--- config.mk ---
export PLATFORM = sky130hd
export DESIGN_NAME = ps2_device_tx
export DESIGN_NICKNAME = d
export VERILOG_FILES = /design/src/rtl/ps2_device_tx.sv
export SDC_FILE = /design/constraint.sdc
export NUM_CORES = 1
export LEC_CHECK = 0
export CAP_MARGIN = 40
export CELL_PAD_IN_SITES_DETAIL_PLACEMENT = 0
export CELL_PAD_IN_SITES_GLOBAL_PLACEMENT = 1
export CORE_AREA = 2 2 54 93
export DETAILED_ROUTE_END_ITERATION = 8
export DIE_AREA = 0 0 56 95
export MAX_ROUTING_LAYER = met4
export PLACE_DENSITY_LB_ADDON = 0.05
export SLEW_MARGIN = 5
export SYNTH_ARGS = -nofsm -noshare
export SYNTH_HDL_FRONTEND = slang
export SYNTH_SLANG_ARGS = --single-unit
--- constraint.sdc ---
create_clock -name sys_clk -period 6.8 [get_ports sys_clk]
set_input_delay 1.36 -clock sys_clk [delete_from_list [all_inputs] [get_ports sys_clk]]
set_output_delay 1.36 -clock sys_clk [all_outputs]
set_load 0.02 [all_outputs]
--- src/rtl/ps2_device_tx.sv ---
// ============================================================================
// Module   : ps2_device_tx
// Brief    : PS/2 device-side byte transmitter (11-bit odd-parity frame).
// Revision : 1.0 - initial release
// ============================================================================
`default_nettype none

module ps2_device_tx #(
  parameter int unsigned CLK_DIV    = 2500,
  parameter int unsigned GAP_CYCLES = 10000
) (
  input  logic       sys_clk,
  input  logic       reset,
  input  logic [7:0] tx_data,
  input  logic       tx_valid,
  output logic       tx_ready,
  input  logic       inhibit,
  output logic       kb_clk,
  output logic       kb_data,
  output logic       tx_done,
  output logic       tx_abort
);

  localparam logic [1:0] ST_IDLE = 2'd0;
  localparam logic [1:0] ST_HIGH = 2'd1;
  localparam logic [1:0] ST_LOW  = 2'd2;
  localparam logic [1:0] ST_GAP  = 2'd3;

  localparam logic [15:0] HALF_LAST = 16'(CLK_DIV - 1);
  localparam logic [15:0] GAP_LAST  = 16'(GAP_CYCLES - 1);
  localparam logic [3:0]  LAST_IDX  = 4'd10;
  localparam logic [3:0]  PAR_IDX   = 4'd9;

  logic [1:0]  state;
  logic [15:0] cnt;
  logic [3:0]  idx;
  logic [7:0]  data_q;
  logic        aborted;

  // Bit n of the frame: start, D0..D7, odd parity, stop.
  function automatic logic frame_bit(input logic [7:0] d, input logic [3:0] n);
    logic [3:0] k;
    k = n - 4'd1;
    case (n)
      4'd0:    frame_bit = 1'b0;
      PAR_IDX: frame_bit = ~(^d);
      LAST_IDX: frame_bit = 1'b1;
      default: frame_bit = d[k[2:0]];
    endcase
  endfunction

  assign tx_ready = reset & (state == ST_IDLE) & ~inhibit;

  always_ff @(posedge sys_clk) begin
    if (!reset) begin
      state    <= ST_IDLE;
      cnt      <= 16'd0;
      idx      <= 4'd0;
      data_q   <= 8'h00;
      aborted  <= 1'b0;
      kb_clk   <= 1'b1;
      kb_data  <= 1'b1;
      tx_done  <= 1'b0;
      tx_abort <= 1'b0;
    end else begin
      tx_done  <= 1'b0;
      tx_abort <= 1'b0;
      case (state)
        ST_IDLE: begin
          if (tx_valid && tx_ready) begin
            data_q  <= tx_data;
            state   <= ST_HIGH;
            idx     <= 4'd0;
            cnt     <= 16'd0;
            aborted <= 1'b0;
            kb_clk  <= 1'b1;
            kb_data <= 1'b0;
          end
        end
        ST_HIGH, ST_LOW: begin
          // The host may only abort before the stop bit is on the wire.
          if (inhibit && idx <= PAR_IDX) begin
            state    <= ST_GAP;
            cnt      <= 16'd0;
            kb_clk   <= 1'b1;
            kb_data  <= 1'b1;
            tx_abort <= 1'b1;
            aborted  <= 1'b1;
          end else if (cnt != HALF_LAST) begin
            cnt <= cnt + 16'd1;
          end else if (state == ST_HIGH) begin
            state  <= ST_LOW;
            cnt    <= 16'd0;
            kb_clk <= 1'b0;
          end else if (idx == LAST_IDX) begin
            state   <= ST_GAP;
            cnt     <= 16'd0;
            kb_clk  <= 1'b1;
            kb_data <= 1'b1;
          end else begin
            state   <= ST_HIGH;
            cnt     <= 16'd0;
            idx     <= idx + 4'd1;
            kb_clk  <= 1'b1;
            kb_data <= frame_bit(data_q, idx + 4'd1);
          end
        end
        default: begin
          if (cnt == GAP_LAST) begin
            state   <= ST_IDLE;
            cnt     <= 16'd0;
            idx     <= 4'd0;
            tx_done <= ~aborted;
            aborted <= 1'b0;
          end else begin
            cnt <= cnt + 16'd1;
          end
        end
      endcase
    end
  end

endmodule

`default_nettype wire

==> results_dict.tcl, run 1 <==
set metrics [dict create \
    root_buffer "clkbuf_8" \
    fmax_mhz 218 \
    cts_tree "yes" \
    worst_ep_arrival_time_ps 3230 \
    antenna_found_initial 0 \
    multi_input_area_um2 1290 \
    layout.cells.non_filler 306 \
    yosysMostFrequentCell "dfxtp_1" \
    worst_pin_slew_ps 723 \
    gp_congestion 0.803 \
    power_density_nw_per_um2 239 \
    ant_nets 0 \
    grt_pass1_wl_um 8110 \
    totalWireLength_um 4630 \
    dieWidth_um 56 \
    worstPathRequired_ps 5440 \
    synthCells 238 \
    drive_gt1_frac 0.0787 \
    coreArea_um2 4620 \
    ys_seq_area_frac 0.339 \
    critical_path_class "primary input to output pin" \
    critPathBufInv 2 \
    drt-initial-drc-count 41 \
    overflow 0 \
    status "finished clean" \
    cts.sinks 35 \
    ys.warnings.count 0 \
    post_cts_resized 0 \
    fillers 459 \
    maxSlewHeadroom 0.516 \
    yosysTopAreaCell "dfxtp_1" \
    die_h_um 95 \
    hp-class "flip-flop to flip-flop" \
    netlist_top_cells_area "dfxtp_1 (34%), ha_1 (6.7%), nand2_1 (6.2%)" \
    fin_nets 276 \
    place_hpwl_um 3540 \
    maxSlewViolCount 0 \
    grt_max_degree 23 \
    drv_cap 0 \
    n_antenna_cell 0 \
    vdd_drop_max_uv 140 \
    skew_ps 4.29 \
    clockBufferDepth 2 \
    async_flop_share 0 \
    io_buffers 16 \
    fin_hold_ws_ps 479 \
    areaGrowthSynthToFinish_pct 14.4 \
    insertion_delay_ps 290 \
    crit_family "buffers and inverters" \
    tns_ps 0 \
    setup_viol_count_final 0 \
    synth_area_um2 2070 \
    postSynthAreaPerCell_um2 8.69 \
    ys_seq_elements 35 \
    crit_fanout 22 \
    cp_slowest_cell "clkdlybuf4s50_1" \
    ctsHoldBuffers 0 \
    power.leakage_uw 0.000853 \
    netlist_top_cells_count "dfxtp_1 (35), nand2_1 (34), nor2_1 (24), xor2_1 (13)" \
    cts.htree.levels 2 \
    worstPathCellList "clkdlybuf4s50_1 -> and3b_1 -> clkdlybuf4s50_1" \
    num_vias 1697 \
    cpPeakStageDelay_ps 940 \
    grt_pass1_vias 1772 \
    fp-row-count 33 \
    ioPinCount 17 \
    seqCellArea_um2 701 \
    syn-num-nets 261 \
    synth_flop_cell "dfxtp_1" \
    track_usage 0.204 \
    cts_buffers 5 \
    synth_cell_types 44 \
    post_drt_via_cell_ratio 5.55 \
    clk_pin_slew_ps 70 \
    end_kind "output pin" \
    rsz0062_at_grt "false" \
    path_common_cell "clkdlybuf4s50_1" \
    routedWlPerCell_um 15.1 \
    post-cts-setup-buffers 0 \
    die_area_um2 5320 \
    layout_min_cycle_time_ps 4590 \
    synth_edf_count 0 \
    finalHoldViolations 0 \
    p_total_uw 566 \
    initial_core_util 0.447 \
    synth_top_area_share 0.339 \
    dr.pass1.iters 4 \
    start_kind "primary input" \
    timing.final.crit_share 0.674 \
    numPlacedInstances 298 \
    drc_errors 0 \
]
[cells in the final DEF (no fill, tap or decap), types with 6 or more instances in the layout]
| cell | instances |
|---|---|
| a21boi_0 | 10 |
| a21oi_1 | 6 |
| clkbuf_8 | 7 |
| clkdlybuf4s50_1 | 16 |
| dfxtp_1 | 35 |
| ha_1 | 11 |
| inv_1 | 8 |
| mux2i_1 | 6 |
| nand2_1 | 34 |
| nand3_1 | 11 |
| nor2_1 | 24 |
| o21ai_0 | 7 |
| xnor2_1 | 11 |
| xor2_1 | 13 |
[final timing paths]
path,cells after the start,end,start,slack [ps]
worst max-delay path,3,tx_ready,reset,2210
worst min-delay path,2,kb_clk,kb_clk,480
worst max register to register,6,cnt[6],cnt[4],4170
worst min register to register,2,kb_clk,kb_clk,480
[power breakdown]
group / switching [uW] / internal (uW) / total (uW)
clock: 75.7 / 92.5 / 168
sequential: 12.8 / 221 / 233
combinational: 96.0 / 68.2 / 164
[metrics by stage]
stage               setup WS (ps)   util  area [um2]
floorplan                    3750      -        2070
global placement             2200  0.490        2270
detailed placement           2190  0.490        2270
CTS                          2160  0.512        2370
global route                 2110  0.512        2370
finish                       2210  0.512        2370
[kinds of logic after synthesis]
kind of cell | Yosys count | synth area share
AO/OA/AOI/OAI | 37 | 0.133
XOR/XNOR | 24 | 0.102
adder cells (fa/ha/maj) | 11 | 0.0665
buffers and inverters | 18 | 0.0351
flip-flops | 35 | 0.339
multiplexers | 10 | 0.0726
AND/OR/NAND/NOR | 103 | 0.252
[worst reg2reg max path: stages, from the launching register on]
cell,delay (ps)
dfxtp_1,350
or4_1,520
or3_1,460
o211ai_1,360
o21ai_1,140
o21ai_2,560
nor2_1,110
[final cells by class]
type,count,share of cell area
clock buffers,8,0.0423
inverters,8,0.0127
multi-input cells,185,0.547
flip-flops and latches,35,0.296
well taps,52,0.0275
repair buffers,18,0.0740
[sequential cells by signal, summed over array words and instances, names as in the netlist]
name / flops
tx_done: 1
cnt: 16
kb_clk: 1
kb_data: 1
aborted: 1
data_q: 8
idx: 4
state: 2
tx_abort: 1
[metal layers]
| metal | global-route usage | share of wire | vias up |
|---|---|---|---|
| li1 | - | - | 863 |
| met1 | 0.189 | 0.37 | 789 |
| met2 | 0.385 | 0.57 | 32 |
| met3 | 0.0425 | 0.024 | 13 |
| met4 | 0.107 | 0.033 | 0 |
| met5 | - | 0 | - |
(Power assumes the default switching activity.)
==> run 2, diff against run 1 <==
Settings changed: CORE_AREA 2 2 54 93 to 2 2 58 101, DIE_AREA 0 0 56 95 to 0 0 60 103.
Clock period 6.8 ns to 3.95 ns, I/O delays scaled along.
==> run 2 against run 1 <==
Net effect:
- largest power group unchanged
- setup slack worse by 1300 ps
- non-clock buffer count unchanged
- die area up 16%
- cell count up 7.5%
- register-to-register slack worse by 3000 ps
- global-route usage down 3.3 points
- worst hold slack better by 2.1 ps
- count of clock-buffer cells in the layout down 2
- sequential share of layout area down 0.22 points
==> results_dict.tcl, run 2 (synthesized netlist as in run 1, its figures left out) <==
set metrics [dict create \
    status "finished clean" \
    io_buffers 16 \
    final_core_util 0.437 \
    setup.worst_path.start "inhibit" \
    clockBufferDepth 2 \
    timing.final.crit_share 0.759 \
    grt_pass1_vias 1670 \
    maxSlewHeadroom 0.552 \
    tns_ps 0 \
    regMostFlops "cnt" \
    reg.largest.list "cnt: 16 flops, data_q: 8 flops, idx: 4 flops" \
    drive_gt1_frac 0.0791 \
    grt_pass1_wl_um 7780 \
    cp_slowest_cell "clkdlybuf4s50_1" \
    crit_fanout 5 \
    maxSlewViolCount 0 \
    end_kind "output pin" \
    dieWidth_um 60 \
    skew_ps 6.89 \
    power_density_nw_per_um2 393 \
    drt-initial-drc-count 52 \
    place_hpwl_um 3540 \
    n_antenna_cell 0 \
    cpPeakStageDelay_ps 610 \
    cts_tree "yes" \
    power.leakage_uw 0.000849 \
    coreArea_um2 5450 \
    root_buffer "clkbuf_8" \
    clk_pin_slew_ps 70 \
    totalWireLength_um 4610 \
    vdd_drop_max_uv 204 \
    drc_errors 0 \
    worst_pin_slew_ps 665 \
    rsz0062_at_grt "false" \
    path_common_cell "clkdlybuf4s50_1" \
    die_area_um2 6180 \
    fp-row-count 36 \
    cts.sinks 35 \
    fin_nets 276 \
    worstReg2RegStart "idx[0]" \
    num_vias 1675 \
    overflow 0 \
    antenna_found_initial 0 \
    final_common_cell "dfxtp_1" \
    worst_ep_arrival_time_ps 2210 \
    critical_path_class "primary input to output pin" \
    gp_congestion 0.843 \
    post-cts-setup-buffers 0 \
    track_usage 0.171 \
    ioPinCount 17 \
    dr.pass1.iters 4 \
    largest_reg_flops 16 \
    areaGrowthSynthToFinish_pct 15.2 \
    routedWlPerCell_um 14.0 \
    ctsHoldBuffers 0 \
    die_h_um 103 \
    initial_core_util 0.379 \
    numPlacedInstances 322 \
    finalHoldViolations 0 \
    start_kind "primary input" \
    hold_start "cnt[1]" \
    worstPathCellList "clkdlybuf4s50_1 -> and3b_1 -> clkdlybuf4s50_1" \
    drv_cap 0 \
    cts.htree.levels 2 \
    cts_buffers 5 \
    insertion_delay_ps 280 \
    ant_nets 0 \
    grt_max_degree 22 \
    post_drt_via_cell_ratio 5.09 \
    final_cell_mix "dfxtp_1 (35), nand2_1 (34), nor2_1 (24)" \
    setup_viol_count_final 0 \
    fmax_mhz 334 \
    post_cts_resized 0 \
    layout_min_cycle_time_ps 3000 \
    layout.cells.non_filler 329 \
    hp-class "flip-flop to flip-flop" \
    worstPathRequired_ps 3160 \
]
run 2: cell type report:
class | instances | area (um2)
Clock buffer | 6 | 82.6
Clock inverter | 1 | 5.00
Inverter | 8 | 30.0
Timing Repair Buffer | 18 | 175
Fill cell | 561 | 3070
Sequential cell | 35 | 701
Multi-Input combinational cell | 185 | 1290
Tap cell | 76 | 95.1
run 2: path summary, 6_finish.rpt:
check	depth (start not counted)	endpoint	slack (ps)
worst min register to register	2	cnt[1]	480
worst max-delay path	3	tx_ready	950
worst min-delay path	2	cnt[1]	480
worst max register to register	8	cnt[6]	1190
run 2: power by group:
| part | internal, uW | switching, uW |
|---|---|---|
| registers | 380 | 21.5 |
| logic | 118 | 160 |
| clock network | 137 | 122 |
run 2: worst max-delay path: cells and delay by family:
| kind | cells | cell delay [ps] |
|---|---|---|
| buf+inv | 2 | 1120 |
| simple gates | 1 | 290 |
run 2: through the flow:
step                      area [um2]  hold WS [ps]  total power (uW)  setup WS [ps]
final                           2380           481               938            954
after global routing            2380           513              1000            906
after detailed placement        2300           472               694            946
after floorplan                 2070           449               613           1560
after global placement          2300           470               694            941
after CTS                       2380           491               961            936
run 2: per-layer routing:
| metal | global-route usage | vias to the layer above | part of all wire |
|---|---|---|---|
| met5 | - | - | 0 |
| met4 | 0.0564 | 0 | 0.013 |
| met3 | 0.0276 | 4 | 0.020 |
| met2 | 0.319 | 16 | 0.57 |
| met1 | 0.174 | 789 | 0.40 |
| li1 | - | 866 | - |
==> run 3, diff against run 2 <==
Clock period 3.95 ns to 2.7 ns, I/O delays scaled along.
==> run 3 against run 2 <==
Net effect:
- sequential power up 47%
- sequential share of layout area down 0.81 points
- clock power up 75%
- critical endpoint unchanged
==> results_dict.tcl, run 3 (synthesized netlist as in run 1, its figures left out) <==
set metrics [dict create \
    insertion_delay_ps 280 \
    status "finished clean" \
    gp_congestion 0.759 \
    p_sw_uw 463 \
    regMostFlops "cnt" \
    hp-class "flip-flop to flip-flop" \
    start_kind "primary input" \
    fmax_mhz 402 \
    maxSlewHeadroom 0.696 \
    final_common_cell "dfxtp_1" \
    post-cts-setup-buffers 0 \
    drive_gt1_frac 0.100 \
    overflow 0 \
    dr.pass1.iters 4 \
    cts.sinks 35 \
    worstPathRequired_ps 2160 \
    cts_buffers 5 \
    layout_min_cycle_time_ps 2490 \
    io_buffers 16 \
    setup_ws_ps 215 \
    track_usage 0.183 \
    ctsHoldBuffers 0 \
    fp-row-count 36 \
    cts.htree.levels 2 \
    routedWlPerCell_um 14.4 \
    clockBufferDepth 2 \
    die_area_um2 6180 \
    setup_viol_count_final 0 \
    worst_pin_slew_ps 451 \
    largest_reg_flops 16 \
    initial_core_util 0.379 \
    num_vias 1690 \
    cpPeakStageDelay_ps 610 \
    swShare 0.313 \
    finalHoldViolations 0 \
    timing.final.crit_share 0.920 \
    power.leakage_uw 0.000888 \
    ant_nets 0 \
    path_common_cell "clkdlybuf4s50_1" \
    internal_power_uw 1020 \
    post_drt_via_cell_ratio 5.03 \
    antenna_found_initial 0 \
    cp_slowest_cell "clkdlybuf4s50_1" \
    root_buffer "clkbuf_8" \
    drt-initial-drc-count 78 \
    maxSlewViolCount 0 \
    reg.largest.list "cnt: 16 flops, data_q: 8 flops, idx: 4 flops" \
    coreArea_um2 5450 \
    post_cts_resized 0 \
    fillers 573 \
    totalWireLength_um 4850 \
    end_kind "output pin" \
    r2r_slack_ps 260 \
    vdd_drop_max_uv 299 \
    rsz0062_at_grt "false" \
    grt_max_degree 21 \
    power_density_nw_per_um2 604 \
    grt_pass1_wl_um 8190 \
    p_seq_frac 0.398 \
    skew_ps 4.68 \
    n_antenna_cell 0 \
    fin_nets 283 \
    place_ws_ps 196 \
    cts_tree "yes" \
    comb_power_share 0.297 \
    die_h_um 103 \
    drv_cap 0 \
    drc_errors 0 \
    clk_pin_slew_ps 70 \
    p_clk_frac 0.305 \
    place_hpwl_um 3800 \
    worstPathCellList "clkdlybuf4s50_1 -> and3b_1 -> clkdlybuf4s50_1" \
    ioPinCount 17 \
    worst_ep_arrival_time_ps 1950 \
    critical_path_class "primary input to output pin" \
    grt_pass1_vias 1675 \
    dieWidth_um 60 \
    final_cell_mix "dfxtp_1 (35), nand2_1 (34), nor2_1 (24)" \
    crit_fanout 5 \
    areaGrowthSynthToFinish_pct 18.5 \
    tns_ps 0 \
]
-- run 3: cell type report --
type / instances / area, um2 / area share
timing repair buffer: 25 / 228 / 0.0929
inverter: 8 / 30.0 / 0.0123
tap: 76 / 95.1 / 0.0388
clock buffer: 6 / 72.6 / 0.0296
clock inverter: 1 / 30.0 / 0.0123
sequential: 35 / 701 / 0.286
multi-input combinational: 185 / 1290 / 0.528
-- run 3: metrics by stage --
stage	total power [uW]	utilization	hold slack, ps	instance area [um2]	instances
5_1_grt	1580	0.450	499	2450	336
3_3_place_gp	1040	0.431	472	2350	329
2_1_floorplan	896	-	449	2070	238
6_report	1480	0.450	475	2450	336
4_1_cts	1500	0.450	479	2450	336
3_5_place_dp	1040	0.431	469	2350	329
-- run 3: critical path: cells and delay by family --
kind | cells | cell delay, ps
buf+inv | 2 | 1110
simple gates | 1 | 290
-- run 3: layer usage --
metal  part of all wire  vias to the layer above  track usage
met1               0.39                      793        0.191
met4              0.019                        0       0.0718
li1                   -                      874            -
met2               0.57                       17        0.334
met3              0.018                        6       0.0263
met5                  0                        -            -
-- run 3: power groups by stage --
stage | clock network, uW | logic [uW] | registers [uW]
global placement | 0 | 442 | 601
CTS | 469 | 443 | 589
global route | 494 | 488 | 595
finish | 452 | 440 | 589
floorplan | 0 | 292 | 605
detailed placement | 0 | 443 | 601
-- run 3: worst paths after layout --
path                start        to  cells past startpoint
hold reg to reg    cnt[1]    cnt[1]                      2
setup reg to reg   cnt[4]    idx[3]                      5
setup / recovery  inhibit  tx_ready                      3
hold / removal     cnt[1]    cnt[1]                      2
==> patch (settings of run 3) <==
One comparison of `idx` changes from == to >=.
--- a/src/rtl/ps2_device_tx.sv
+++ b/src/rtl/ps2_device_tx.sv
@@ -92,7 +92,7 @@
             state  <= ST_LOW;
             cnt    <= 16'd0;
             kb_clk <= 1'b0;
-          end else if (idx == LAST_IDX) begin
+          end else if (idx >= LAST_IDX) begin
             state   <= ST_GAP;
             cnt     <= 16'd0;
             kb_clk  <= 1'b1;
Check against the original RTL: no difference found for any inputs over 10 cycles, from zero or initial values and one cycle with reset low; that may be too few to reach the edited logic, so the function may still have changed.
==> patch against run 3 <==
Global-route usage up 0.68 points. Area after synthesis shrank 2.1%. Non-clock buffer count grew 10. Sequential power grew 2%. Wire length grew 4.4%. Power increased by 14%. Sequential cell count unchanged. Worst setup slack worse by 0.050 ns. Design area grew 1.5%. Clock power decreased by 8.0%. Critical endpoint is now idx[2]. Utilization increased by 0.69 points. Sequential share of layout area fell by 0.43 points. Highest routed layer unchanged.
==> patch: results (changes against run 3) <==
M3 GR Usage 2.760% (+0.13 points); Setup Buffers After CTS 0 (unchanged); top cells by area, synth dfxtp_1, xnor2_1, nand2_1; DR pass1 iterations 4 (unchanged); Synth Area in Adders 6.794% (+0.14 points); final hold vios 0 (unchanged); initial antenna violation count 0 (unchanged); status completed; Net count, final 303 (+7.1%); number of diodes 0 (unchanged); clock slew at reported path FFs 0.07 ns (about the same); Max Used Layer met4; met2 wire len 2808 microns (+1.1%); GR Util All Layers 18.99% (+0.68 points); met2 Track Usage GR 34.95% (+1.6 points); top post-synthesis cells by count nand2_1, dfxtp_1, nor2_1; largest net degree at the start of global routing 17 (-19%); Inserted Clock Buffers 5 (unchanged); number of fill cells 570 (-0.52%); met3 WL 129 microns (+48%); r2r worst-path depth 6 (+1); library cells used by synthesis 50 (+14%); Yosys warning total 0 (unchanged); post-synthesis sequential area ratio 34.59% (+0.71 points); share of layout cells above drive strength 1 11.03% (+1.0 points); Slew @ Worst Pin 0.6590 ns (+0.2077 ns); H-tree levels 2 (unchanged); pre-CTS worst setup slack 0.1750 ns (-0.02143 ns); vias 1806 (+6.9%); Async SR Flop Fraction 0% (unchanged); mux cell area share after synthesis 4.571% (-2.7 points); f_max 394.5 MHz (-2.0%); DRT iter0 DRCs 81 (+3.8%); clock latency on the worst-skew pair roughly 0.29 ns; skew final 0.007679 ns (+0.002994 ns); sw power 591.4 uW (+28%); VDD IR-drop max 0.3650 mV (+22%); CP arrival 2.75 ns (+0.80 ns); # resized after CTS 0 (unchanged); area post-placement 2389 sq um (+1.7%); Net Count, Synth 270 (+3.4%); top_reg_cell synth dfxtp_1; R2R setup slack 0.17 ns (-0.09 ns); Hold Crit Class register to register; Top Registers cnt: 16 flops, data_q: 8 flops, idx: 4 flops; gpl congestion 0.8181 (+7.8%); WHS Path Cells 2 (unchanged); Wirelength per Cell 14.19 microns (-1.7%); vias in the first global route 1839 (+9.8%); Post-DP HPWL 4058 microns (+6.6%); Compound-Gate Fraction of Synth Area 13.40% (+0.094 points); Critical Path Fanout Max 4 (-1); Leak 0.0008850 uW (-0.38%); met1 Resource Use GR 18.79% (-0.29 points); Hold-fix buffers, CTS 0 (unchanged); XOR/XNOR share of the synthesized area 9.944% (-0.22 points); Root Buffer clkbuf_8; met1 wire length 1921 microns (+1.3%); global-route wire length before repair 8569 microns (+4.6%)
==> patch: power groups by stage <==
stage          clock (uW)  sequential [uW]  combinational (uW)
3_5_place_dp            0              615                 681
3_3_place_gp            0              613                 684
4_1_cts               425              604                 681
6_report              416              603                 672
2_1_floorplan           0              629                 393
5_1_grt               449              609                 747
==> patch: cell families (layout without fill, tap and decap cells) <==
family                   count (synthesis)  count (layout)
multiplexers                             8               8
AND/OR/NAND/NOR                        111             111
buffers and inverters                   20              54
adder cells (fa/ha/maj)                 11              11
flip-flops                              35              35
AO/OA/AOI/OAI                           39              39
XOR/XNOR                                23              23
==> patch: cell type report <==
type | count | area [sq um] | share of cell area, %
Clock buffer | 8 | 100.1 | 4.022
Inverter | 11 | 41.29 | 1.659
Multi-Input combinational cell | 192 | 1249 | 50.18
Sequential cell | 35 | 700.7 | 28.15
Tap cell | 76 | 95.09 | 3.821
Timing Repair Buffer | 35 | 302.8 | 12.17
==> patch: worst max-delay path, stage by stage (launching register included) <==
cell     delay, ns
dfxtp_1       0.35
or4_4         0.52
or3_4         0.38
or2_1         0.26
or3_1         0.33
or4_1         0.47
o22ai_1       0.15
==> patch: through the flow <==
stage / hold slack (ns) / std cells
4_1_cts: 0.4829 / 357
6_report: 0.4795 / 357
5_1_grt: 0.5116 / 357
3_3_place_gp: 0.4663 / 349
2_1_floorplan: 0.4491 / 247
3_5_place_dp: 0.4731 / 349
==> patch: final timing paths <==
path / from / to
hold reg to reg: cnt[1] / cnt[1]
setup reg to reg: cnt[4] / idx[2]
hold / removal: cnt[1] / cnt[1]
setup / recovery: cnt[4] / idx[2]
